$ cat config.mk
export PLATFORM = sky130hd
export DESIGN_NAME = brp_resolver
export DESIGN_NICKNAME = d
export VERILOG_FILES = /design/src/rtl/brp_resolver.sv
export SDC_FILE = /design/constraint.sdc
export NUM_CORES = 1
export LEC_CHECK = 0
export BUFFER_PORTS_ARGS = -buffer_cell sky130_fd_sc_hd__buf_2
export CORE_ASPECT_RATIO = 0.5
export CORE_MARGIN = 4
export CORE_UTILIZATION = 51
export CTS_BUF_LIST = sky130_fd_sc_hd__clkbuf_4
export DETAILED_ROUTE_END_ITERATION = 6
export PLACE_DENSITY = 0.81
export SLEW_MARGIN = 0
export SYNTH_ARGS = -nofsm -noshare
export SYNTH_HDL_FRONTEND = slang
export SYNTH_SLANG_ARGS = --single-unit
$ cat constraint.sdc
create_clock -name clk -period 4.41 [get_ports clk]
set_input_delay 0.2205 -clock clk [delete_from_list [all_inputs] [get_ports clk]]
set_output_delay 0.2205 -clock clk [all_outputs]
set_load 0.01 [all_outputs]
$ cat src/rtl/brp_resolver.sv
// brp_resolver - execute-side branch prediction resolver.
//   Queues the fetch-time prediction of every in-flight conditional branch,
//   compares it with the real outcome when the branch resolves in execute,
//   produces predictor feedback/update, redirects fetch on a mispredict and
//   flushes the wrong-path predictions still queued.
// Ports:
//   clk, rst                      clock, synchronous active-high reset
//   fetch_valid/is_br/pred        branch prediction pushed at fetch
//   fetch_stall                   queue full, fetch must hold a branch
//   ex_valid/is_br/taken          branch resolving in execute
//   ex_target, ex_pc_next         taken target and fall-through PC
//   brp_ex, update                predictor feedback word and update strobe
//   redirect, redirect_pc         fetch restart request after a mispredict
//   underflow                     sticky: branch resolved with empty queue
//   br_count, mp_count            saturating statistics counters

package brp_pkg;
   typedef struct packed {
      logic mp_valid;
      logic mispredicted;
   } rv32i_brp_word;
endpackage

module brp_resolver
   import brp_pkg::*;
#(
   parameter int DEPTH = 4,
   parameter int CNT_W = 32
) (
   input  logic              clk,
   input  logic              rst,
   input  logic              fetch_valid,
   input  logic              fetch_is_br,
   input  logic              fetch_pred,
   output logic              fetch_stall,
   input  logic              ex_valid,
   input  logic              ex_is_br,
   input  logic              ex_taken,
   input  logic [31:0]       ex_target,
   input  logic [31:0]       ex_pc_next,
   output rv32i_brp_word     brp_ex,
   output logic              update,
   output logic              redirect,
   output logic [31:0]       redirect_pc,
   output logic              underflow,
   output logic [CNT_W-1:0]  br_count,
   output logic [CNT_W-1:0]  mp_count
);

   localparam int AW = $clog2(DEPTH);
   localparam logic [AW:0] FULL = (AW+1)'(DEPTH);

   logic [DEPTH-1:0] pred_q;
   logic [AW-1:0]    rd_ptr, wr_ptr;
   logic [AW:0]      occ;     // pointers alone cannot tell full from empty
   logic             empty, pop, pop_ok, push, pred_ex, mp, flush;

   always_comb begin
      empty       = (occ == '0);
      fetch_stall = (occ == FULL);
      pop         = ex_valid & ex_is_br;
      pop_ok      = pop & ~empty;
      // An empty-queue resolve behaves as if predicted not-taken.
      pred_ex     = empty ? 1'b0 : pred_q[rd_ptr];
      mp          = pop & (pred_ex != ex_taken);
      flush       = mp;
      // A branch fetched while a mispredict resolves is on the wrong path.
      push        = fetch_valid & fetch_is_br & ~fetch_stall & ~flush;
   end

   always_ff @(posedge clk) begin
      if (rst) begin
         pred_q       <= '0;
         rd_ptr       <= '0;
         wr_ptr       <= '0;
         occ          <= '0;
         brp_ex       <= '0;
         update       <= 1'b0;
         redirect     <= 1'b0;
         redirect_pc  <= '0;
         underflow    <= 1'b0;
         br_count     <= '0;
         mp_count     <= '0;
      end else begin
         if (push) begin
            pred_q[wr_ptr] <= fetch_pred;
            wr_ptr         <= wr_ptr + AW'(1);
         end
         if (flush) begin
            // Everything behind the mispredicted head is wrong-path.
            occ    <= '0;
            rd_ptr <= wr_ptr;
         end else begin
            if (pop_ok) rd_ptr <= rd_ptr + AW'(1);
            occ <= occ + (AW+1)'(push) - (AW+1)'(pop_ok);
         end

         brp_ex.mp_valid     <= pop;
         brp_ex.mispredicted <= mp;
         update              <= pop;
         redirect            <= mp;
         if (mp) redirect_pc <= ex_taken ? ex_target : ex_pc_next;

         if (pop & empty) underflow <= 1'b1;
         if (pop && br_count != '1) br_count <= br_count + CNT_W'(1);
         if (mp  && mp_count != '1) mp_count <= mp_count + CNT_W'(1);
      end
   end

endmodule

==> summary.md <==
| Metric | Value |
|---|---|
| Status | `finished, final reports clean` |
| Sequential share of the synthesized area | `0.4057` |
| WHS | `0.02270 ns` |
| Max incr delay on CP | `0.54 ns` |
| 1st-pass router iterations | `5` |
| Post-synth EDFFs | `0` |
| Req. time, crit path | `4.76 ns` |
| IO buf count | `173` |
| Synth cell types | `48` |
| CP arrival | `3.39 ns` |
| Crit path max fanout | `24` |
| DR top layer | `met4` |
| Syn Area/Cell | `9.122 um^2` |
| Met1 wire length | `6.458 mm` |
| Post-DRT Antenna Nets | `0` |
| Min Tclk post-route | `3.040 ns` |
| Final Max Tran Viols | `0` |
| Clock Latency Late Sink | `0.48 ns` |
| Post-Syn Instances | `595` |
| Total core area | `10280 um^2` |
| Met2 WL | `7.046 mm` |
| N_diodes | `0` |
| Setup violators final | `0` |
| Setup CP Type | `reg2reg` |
| Fin nets | `875` |
| Gp weighted congestion | `0.8537` |
| Clock net sink count | `110` |
| Crit-path cells | `mux4_2, nor3b_2, o21ai_1, buf_4, nand2_1, ha_1, inv_1, ha_1, inv_1, fa_1, xor2_1, xnor2_1, nor3_1` |
| Total track usage | `0.2249` |
| Initial antenna violation count | `0` |
| Total CTS buffers | `9` |
| Pwr dens | `270.6 nW/um^2` |
| Hold WC Path Type | `in2reg` |
| CTS clk-pin slew, worst paths | `0.17 ns` |
| Pin count of the biggest net entering global routing | `54` |
| Worst Skew | `0.02035 ns` |
| Final HPWL DP | `9.776 mm` |
| Critical path capture point type | `register` |
| Max Fclk | `328.9 MHz` |
| CTS root buf | `clkbuf_4` |
| Layout cell share with drive strength beyond 1 | `0.2841` |
| Setup repair bufs after CTS | `0` |
| Via count | `5386` |
| DRC viols | `0` |
| Max_slew headroom | `0.1707` |
| First-pass GRT wire length | `23.27 mm` |
| Asr flop ratio synth | `0` |
| Total die area | `12460 um^2` |
| Final Cycle Share | `0.6894` |
| Slew @ Worst Pin | `1.244 ns` |
| H-Tree Depth | `3` |
| Placed cell area | `6351 um^2` |
| Vias in the first global route | `4804` |
| CTS tree | `done` |
| Yosys reg bits | `110` |
| Final core occ | `0.6787` |
| Final WL | `14.86 mm` |
| Via density | `5.736` |
| Main synth FF type | `dfxtp_1` |
| Final worst setup slack | `1.370 ns` |
| Max_cap viols | `0` |
| Starting Density | `0.5280` |
| Die Ht | `80.95 um` |
| Static Leak | `2.920 nW` |
| Hold Vio Cnt, Final | `0` |
| Post-synthesis net count | `676` |
| Syn. warnings | `0` |
| Die width | `153.9 um` |
| Drt wl/cell | `15.82 um` |
| Number of gates resized after cts | `0` |
| R2R setup slack | `1.37 ns` |
| DRT iter0 DRCs | `382` |
| CP startpoint kind | `register` |
| Setup tns final | `0 ns` |
| Final Cell Area | `6977 um^2` |
| Io pins | `174` |
| DR WL met3 | `1.105 mm` |
| Post-Synthesis Cell Area | `5428 um^2` |
| CTS Hold Bufs | `44` |
| Area growth syn-to-layout | `28.54%` |
| Peak supply drop | `0.0001463 V` |
| Total grt overflow | `0` |
| Setup WS pre-CTS | `1.398 ns` |
| Slowest CP cell | `mux4_2` |
| Deepest clock path buffer count | `2` |
| RSZ-0062 raised after global routing | `no` |
| FP Rows | `26` |
stage by stage:
step	power (W)	std cells
2_1_floorplan	0.001222	595
3_3_place_gp	0.001298	876
3_5_place_dp	0.001307	876
4_1_cts	0.001896	936
5_1_grt	0.001968	939
6_report	0.001888	939
placed cells by master (no fill, tap or decap), types with 17 or more instances in the layout:
master,count
o21ai_0,19
dfxtp_1,110
or3_1,19
nor2_1,30
dlygate4sd3_1,47
mux2i_1,36
nand2_1,26
o2bb2ai_1,32
or4_1,32
nor2b_1,17
nand3_1,26
buf_2,173
o31ai_1,30
a21oi_1,47
worst paths after layout:
check	depth (start not counted)	end	from
setup / recovery	13	occ[2]	rd_ptr[0]
hold / removal	3	redirect_pc[12]	ex_target[12]
hold reg to reg	1	redirect_pc[26]	redirect_pc[26]
setup reg to reg	13	occ[2]	rd_ptr[0]
synthesized netlist by cell type (2+ instances only):
cell type / number / area share
o21ai_0: 20 / 0.018
clkbuf_1: 27 / 0.019
nand3_1: 26 / 0.024
nor3b_1: 2 / 0.0028
o2111ai_1: 2 / 0.0032
or3_1: 19 / 0.022
mux2_2: 16 / 0.033
and3_1: 5 / 0.0058
mux2i_1: 36 / 0.066
nand4_2: 2 / 0.0046
buf_2: 7 / 0.0065
nand2_1: 26 / 0.018
o21ba_2: 2 / 0.0037
nor2_1: 31 / 0.021
nor2b_1: 17 / 0.020
or4_1: 32 / 0.044
nor3_1: 10 / 0.0092
buf_4: 2 / 0.0028
a21oi_1: 47 / 0.043
buf_6: 2 / 0.0041
o2bb2ai_1: 32 / 0.052
a211oi_1: 2 / 0.0028
and2_1: 5 / 0.0058
o31ai_1: 30 / 0.041
nand2b_1: 7 / 0.0081
inv_1: 13 / 0.0090
o21a_1: 2 / 0.0028
or2_2: 3 / 0.0035
and4_1: 4 / 0.0065
nor4b_1: 3 / 0.0048
nand4_1: 15 / 0.017
dfxtp_1: 110 / 0.41
nand3b_1: 2 / 0.0028
nor4_1: 11 / 0.013
xnor2_1: 3 / 0.0048
ha_1: 8 / 0.018
o211ai_1: 2 / 0.0028
or4_4: 2 / 0.0041
metal layers:
layer / GRT usage / up-vias
met2: 0.3886 / 190
met5: 0 / -
met4: 0.05903 / 0
met1: 0.2817 / 2521
li1: - / 2651
met3: 0.06333 / 24
cells by family after synthesis:
| logic type | synth area share |
|---|---|
| AND/OR/NAND/NOR | 0.2455 |
| AO/OA/AOI/OAI | 0.1754 |
| flip-flops | 0.4057 |
| multiplexers | 0.1037 |
| buffers and inverters | 0.04103 |
| adder cells (fa/ha/maj) | 0.02213 |
| XOR/XNOR | 0.006456 |
report_power, final:
part	total [W]	internal, W	switching [W]
clock network	0.000556	0.000188	0.000367
logic	0.000280	0.000139	0.000141
registers	0.00105	0.00103	0.0000264
critical path: cells and delay by family (launching register included):
kind,cells,cell delay [ns]
fa+ha+maj,3,0.80
mux,1,0.54
flops,1,0.42
simple gates,3,0.36
buf+inv,3,0.36
xor+xnor,2,0.31
compound gates,1,0.14
flip-flops by register name (all words and copies together), names as in the netlist:
name / flops
redirect_pc: 32
underflow: 1
update: 1
br_count: 32
rd_ptr: 2
mp_count: 32
pred_q: 4
wr_ptr: 2
occ: 3
redirect: 1
layout make-up:
class                   count  area [um^2]
clock buffers               9        67.56
flip-flops and latches    110         2202
fillers                   846         3303
well taps                 140        175.2
clock inverters             7        87.58
multi-input cells         434         3014
repair buffers            226         1381
inverters                  13        48.80
No activity file was read; power rests on OpenSTA's default activity.
